==> src/rtl/noise_burst_env_if.sv <==
// Sample-rate handshake bundle between the noise source/controller and the burst envelope.
interface noise_burst_env_if #(
  parameter int LEN_W = 8
);
  logic                    sample_en;
  logic signed [15:0]      noise_in;
  logic                    trigger;
  logic        [6:0]       velocity;
  logic        [LEN_W-1:0] burst_len;
  logic signed [15:0]      sample_out;
  logic                    sample_valid;
  logic                    busy;

  modport master (
    output sample_en, noise_in, trigger, velocity, burst_len,
    input  sample_out, sample_valid, busy
  );

  modport slave (
    input  sample_en, noise_in, trigger, velocity, burst_len,
    output sample_out, sample_valid, busy
  );
endinterface

==> src/rtl/noise_burst_env.sv <==
// Velocity-scaled noise burst with linear power-of-2 fade; one registered sample per sample_en
// (latency 1 clk); no backpressure, the sample_en strobe paces everything.
module noise_burst_env #(
  parameter int LEN_W      = 8,
  parameter int FADE_SHIFT = 4
) (
  input logic              clk,
  input logic              reset,
  noise_burst_env_if.slave bus
);
  localparam int FW = FADE_SHIFT + 1;
  localparam int PW = 16 + FW + 1;
  localparam logic [FW-1:0] FADE_LOAD = {1'b1, {FADE_SHIFT{1'b0}}};

  typedef enum logic [1:0] {IDLE, BURST, FADE} state_t;

  state_t             state_q, state_d;
  logic [6:0]         vel_q, vel_d;
  logic [LEN_W-1:0]   len_cnt_q, len_cnt_d;
  logic [FW-1:0]      fade_cnt_q, fade_cnt_d;
  logic signed [15:0] sample_out_q, sample_out_d;
  logic               sample_valid_q, sample_valid_d;
  logic               busy_q, busy_d;

  logic signed [23:0] prod;
  logic signed [15:0] scaled;
  logic signed [PW-1:0] fprod;
  logic signed [15:0] faded;
  logic               unused_bits;

  // Arithmetic shift then truncate is just a bit slice of the full product.
  assign prod   = bus.noise_in * $signed({1'b0, vel_q});
  assign scaled = prod[22:7];
  assign fprod  = scaled * $signed({1'b0, fade_cnt_q});
  assign faded  = fprod[FADE_SHIFT+15:FADE_SHIFT];
  assign unused_bits = ^{prod[23], prod[6:0], fprod[PW-1:FADE_SHIFT+16], fprod[FADE_SHIFT-1:0]};

  always_comb begin
    state_d        = state_q;
    vel_d          = vel_q;
    len_cnt_d      = len_cnt_q;
    fade_cnt_d     = fade_cnt_q;
    sample_out_d   = sample_out_q;
    sample_valid_d = bus.sample_en;

    if (bus.sample_en) begin
      case (state_q)
        BURST: begin
          sample_out_d = scaled;
          if (len_cnt_q == LEN_W'(1)) begin
            state_d    = FADE;
            fade_cnt_d = FADE_LOAD;
          end else begin
            len_cnt_d = len_cnt_q - LEN_W'(1);
          end
        end
        FADE: begin
          sample_out_d = faded;
          fade_cnt_d   = fade_cnt_q - FW'(1);
          if (fade_cnt_q == FW'(1)) state_d = IDLE;
        end
        default: sample_out_d = '0;
      endcase
    end

    // A trigger overrides counter updates; the sample above still used the old burst.
    if (bus.trigger) begin
      vel_d      = bus.velocity;
      len_cnt_d  = bus.burst_len;
      fade_cnt_d = FADE_LOAD;
      state_d    = (bus.burst_len != '0) ? BURST : FADE;
    end

    busy_d = (state_d != IDLE);
  end

  always_ff @(posedge clk or negedge reset) begin
    if (!reset) begin
      state_q        <= IDLE;
      vel_q          <= '0;
      len_cnt_q      <= '0;
      fade_cnt_q     <= '0;
      sample_out_q   <= '0;
      sample_valid_q <= 1'b0;
      busy_q         <= 1'b0;
    end else begin
      state_q        <= state_d;
      vel_q          <= vel_d;
      len_cnt_q      <= len_cnt_d;
      fade_cnt_q     <= fade_cnt_d;
      sample_out_q   <= sample_out_d;
      sample_valid_q <= sample_valid_d;
      busy_q         <= busy_d;
    end
  end

  assign bus.sample_out   = sample_out_q;
  assign bus.sample_valid = sample_valid_q;
  assign bus.busy         = busy_q;
endmodule
==> src/flat_wrapper.sv <==
// flat-port wrapper written by rule: the top's interface ports become plain ports
module noise_burst_env_flat 
#(
  parameter int LEN_W      = 8,
  parameter int FADE_SHIFT = 4
)
  (clk, reset, bus_sample_en, bus_noise_in, bus_trigger, bus_velocity, bus_burst_len, bus_sample_out, bus_sample_valid, bus_busy);
  noise_burst_env_if #(.LEN_W(LEN_W)) bus_i ();
  input logic clk;
  input logic reset;
  input wire logic [$bits(bus_i.sample_en)-1:0] bus_sample_en;
  input wire logic [$bits(bus_i.noise_in)-1:0] bus_noise_in;
  input wire logic [$bits(bus_i.trigger)-1:0] bus_trigger;
  input wire logic [$bits(bus_i.velocity)-1:0] bus_velocity;
  input wire logic [$bits(bus_i.burst_len)-1:0] bus_burst_len;
  output wire logic [$bits(bus_i.sample_out)-1:0] bus_sample_out;
  output wire logic [$bits(bus_i.sample_valid)-1:0] bus_sample_valid;
  output wire logic [$bits(bus_i.busy)-1:0] bus_busy;
  assign bus_i.sample_en = bus_sample_en;
  assign bus_i.noise_in = bus_noise_in;
  assign bus_i.trigger = bus_trigger;
  assign bus_i.velocity = bus_velocity;
  assign bus_i.burst_len = bus_burst_len;
  assign bus_sample_out = bus_i.sample_out;
  assign bus_sample_valid = bus_i.sample_valid;
  assign bus_busy = bus_i.busy;
  noise_burst_env #(.LEN_W(LEN_W), .FADE_SHIFT(FADE_SHIFT)) u_core (.clk(clk), .reset(reset), .bus(bus_i));
endmodule
==> config.mk <==
export PLATFORM = sky130hd
export DESIGN_NAME = noise_burst_env_flat
export DESIGN_NICKNAME = d
export VERILOG_FILES = /design/src/rtl/noise_burst_env_if.sv /design/src/rtl/noise_burst_env.sv /design/src/flat_wrapper.sv
export SDC_FILE = /design/constraint.sdc
export NUM_CORES = 1
export LEC_CHECK = 0
export ABC_CLOCK_PERIOD_IN_PS = 22600
export CORE_MARGIN = 2
export CORE_UTILIZATION = 67
export CTS_CLUSTER_SIZE = 24
export DETAILED_ROUTE_END_ITERATION = 12
export PLACE_DENSITY = 0.89
export SLEW_MARGIN = 40
export SYNTH_ARGS = -nofsm -noshare
export SYNTH_HDL_FRONTEND = slang
export SYNTH_SLANG_ARGS = --single-unit
==> constraint.sdc <==
create_clock -name clk -period 22.6 [get_ports clk]
set_input_delay 4.52 -clock clk [delete_from_list [all_inputs] [get_ports clk]]
set_output_delay 4.52 -clock clk [all_outputs]
set_load 0.01 [all_outputs]
==> metrics <==
Num CTS Buffers 5; worst min path class flop to flop; Max-cap violations 0; Iteration-0 DRC Markers 450; RePlAce Congestion 0.9357; Crit path required time 22.81 ns; I/O Pins 53; vias in the first global route 7,009; final setup fails 0; Tmin final 13.08 ns; largest net degree at the start of global routing 41; net count after synthesis 1,196; first-pass GRT wire length 31.48 mm; wire length per cell 15.71 µm; Post CTS Setup Buffer Count 0; syn_area_per_cell 8.915 µm²; combined area of the multi-input logic cells 0.006646 mm²; fin crit share 0.5788; max frequency 0.07645 GHz; number of synthesized flops with an enable pin 0; # H-tree levels 2; ANT nets after route 0; hpwl dp 14.82 mm; cell family with most CP delay adder cells; full die area 0.01356 mm²; Unique masters post-synth 58; vias per cell 5.744; Synth Instances 950; crit end category flop; CTS tree done; synthesized area 0.008469 mm²; GRT Util Overall 0.2918; DR pass1 iterations 5; root buffer cell clkbuf_16; IO buf count 52; outcome finished clean; FF+latch count, synth 40; Filler cells 898; ys flop type dfrtp_1; Reg-to-Reg Start u_core.vel_q[4]$_DFFE_PN0P_; Setup TNS Final 0 ns; drt drc 0; most frequent cells in the layout 194 x inv_1, 140 x and2_1, 129 x fa_1; max incr delay on CP 0.61 ns; CP Buf/Inv Count 5; Via Count 6,657; area delta synth->final 9.750%; Setup crit start bus_noise_in[10]; Die Span X 116.4 µm; CTS Sinks 40; Resize count post-CTS 0; initial antenna violation count 0; final WL 18.21 mm; Die H 116.4 µm; Worst setup SP type primary input; most frequent cell on the critical path fa_1; # hold bufs at CTS 0; clock latency on the worst-skew pair 0.29 ns; final hold violations 0; share of cells above drive strength 1 0.03546; Ys Warns 0; Fin Clk Skew 0.008507 ns; critical path type primary input to flop; initial core utilization 0.6794; register area 0.001001 mm²; CTS max path bufs 2; Max-slew headroom 0.5369; Hold Path Origin u_core.bus.sample_out[7]$_DFFE_PN0P_; max-slew violations 0; Fin Hold WS 0.4836 ns; GRT overflow 0; commonest non-fill, non-tap cell in the layout inv_1; clock-pin slew on the worst setup and hold paths 0.06 ns; Worst Path Max Fanout 7; share of flip-flops with an asynchronous set or reset 1.000; fin nets 1,232; CORE AREA 0.01247 mm²; RSZ-0062 raised after global routing no; crit path max-delay cell type nor3_1; worst slew pin tran 0.6947 ns; diode count 0; arrival time at the worst endpoint 13.29 ns; standard-cell rows 41; share of the yosys chip area belonging to registers 0.1182
==> state kept, by name, summed over array words and instances (netlist names) <==
| signal | cells |
|---|---|
| u_core.bus.busy | 1 |
| u_core.bus.sample_out | 16 |
| u_core.bus.sample_valid | 1 |
| u_core.fade_cnt_q | 5 |
| u_core.len_cnt_q | 8 |
| u_core.state_q | 2 |
| u_core.vel_q | 7 |
==> cell type report <==
| class | count | share of cell area |
|---|---|---|
| Clock buffer | 5 | 0.01346 |
| Clock inverter | 3 | 0.004980 |
| Inverter | 194 | 0.07834 |
| Multi-Input combinational cell | 691 | 0.7150 |
| Sequential cell | 40 | 0.1077 |
| Tap cell | 172 | 0.02315 |
| Timing Repair Buffer | 54 | 0.05734 |
==> cells by family (layout without fill, tap and decap cells) <==
group           count (synthesis)  in the layout  synth area share
xor+xnor                       39             39           0.04033
flops                          40             40            0.1182
fa+ha+maj                     211            211            0.4261
compound gates                123            123            0.1040
buf+inv                       219            256           0.09706
mux                            12             12           0.01536
simple gates                  306            306            0.1990
==> stage by stage <==
stage                     cells  instance area, µm²    util  setup slack (ns)
after floorplan             950                8469       -             10.43
after global placement     1151                9121  0.7317             9.343
after detailed placement   1151                9124  0.7319             9.232
after CTS                  1159                9295  0.7457             9.518
after global routing       1159                9295  0.7457             9.074
final                      1159                9295  0.7457             9.520
==> cells in the mapped netlist, types with 8 or more instances <==
cell,instances,share of area
a21oi_1,24,0.014
a22oi_1,8,0.0071
and2_1,140,0.10
clkbuf_1,25,0.011
dfrtp_1,40,0.12
fa_1,129,0.30
ha_1,82,0.12
inv_1,194,0.086
mux2_2,8,0.011
nand2_1,57,0.025
nand3_1,10,0.0059
nor2_1,34,0.015
nor3_1,17,0.010
o21ai_0,26,0.015
xnor2_1,28,0.029
xor2_1,11,0.011
==> worst paths after layout <==
kind | cells after the start | slack [ns] | to
max | 30 | 9.52 | u_core.bus.sample_out[15]$_DFFE_PN0P_
min | 1 | 0.48 | u_core.bus.sample_out[7]$_DFFE_PN0P_
max reg2reg | 29 | 13.61 | u_core.bus.sample_out[15]$_DFFE_PN0P_
min reg2reg | 1 | 0.48 | u_core.bus.sample_out[7]$_DFFE_PN0P_
max in group asynchronous | 1 | 18.04 | u_core.len_cnt_q[3]$_DFFE_PN0P_
min in group asynchronous | 1 | 4.21 | u_core.len_cnt_q[2]$_DFFE_PN0P_
==> metal layers <==
layer  vias to the layer above  global-route usage  part of all wire
li1                       3073                   -                 -
met1                      3324              0.3572              0.40
met2                       214              0.5391              0.52
met3                        46             0.03529             0.049
met4                         0             0.08968             0.026
met5                         -                   0                 0
==> worst register-to-register path, delay by kind of cell (launching register included) <==
kind                       cells  cell delay (ns)
adders and majority gates      9             4.16
AOI/OAI and AO/OA             12             2.62
and+or+nand+nor                4             1.25
DFF                            1             0.72
buffers and inverters          4             0.18
Power is not shown: default switching activity piles up to over one toggle a cycle in this logic, so the estimate is an artifact.
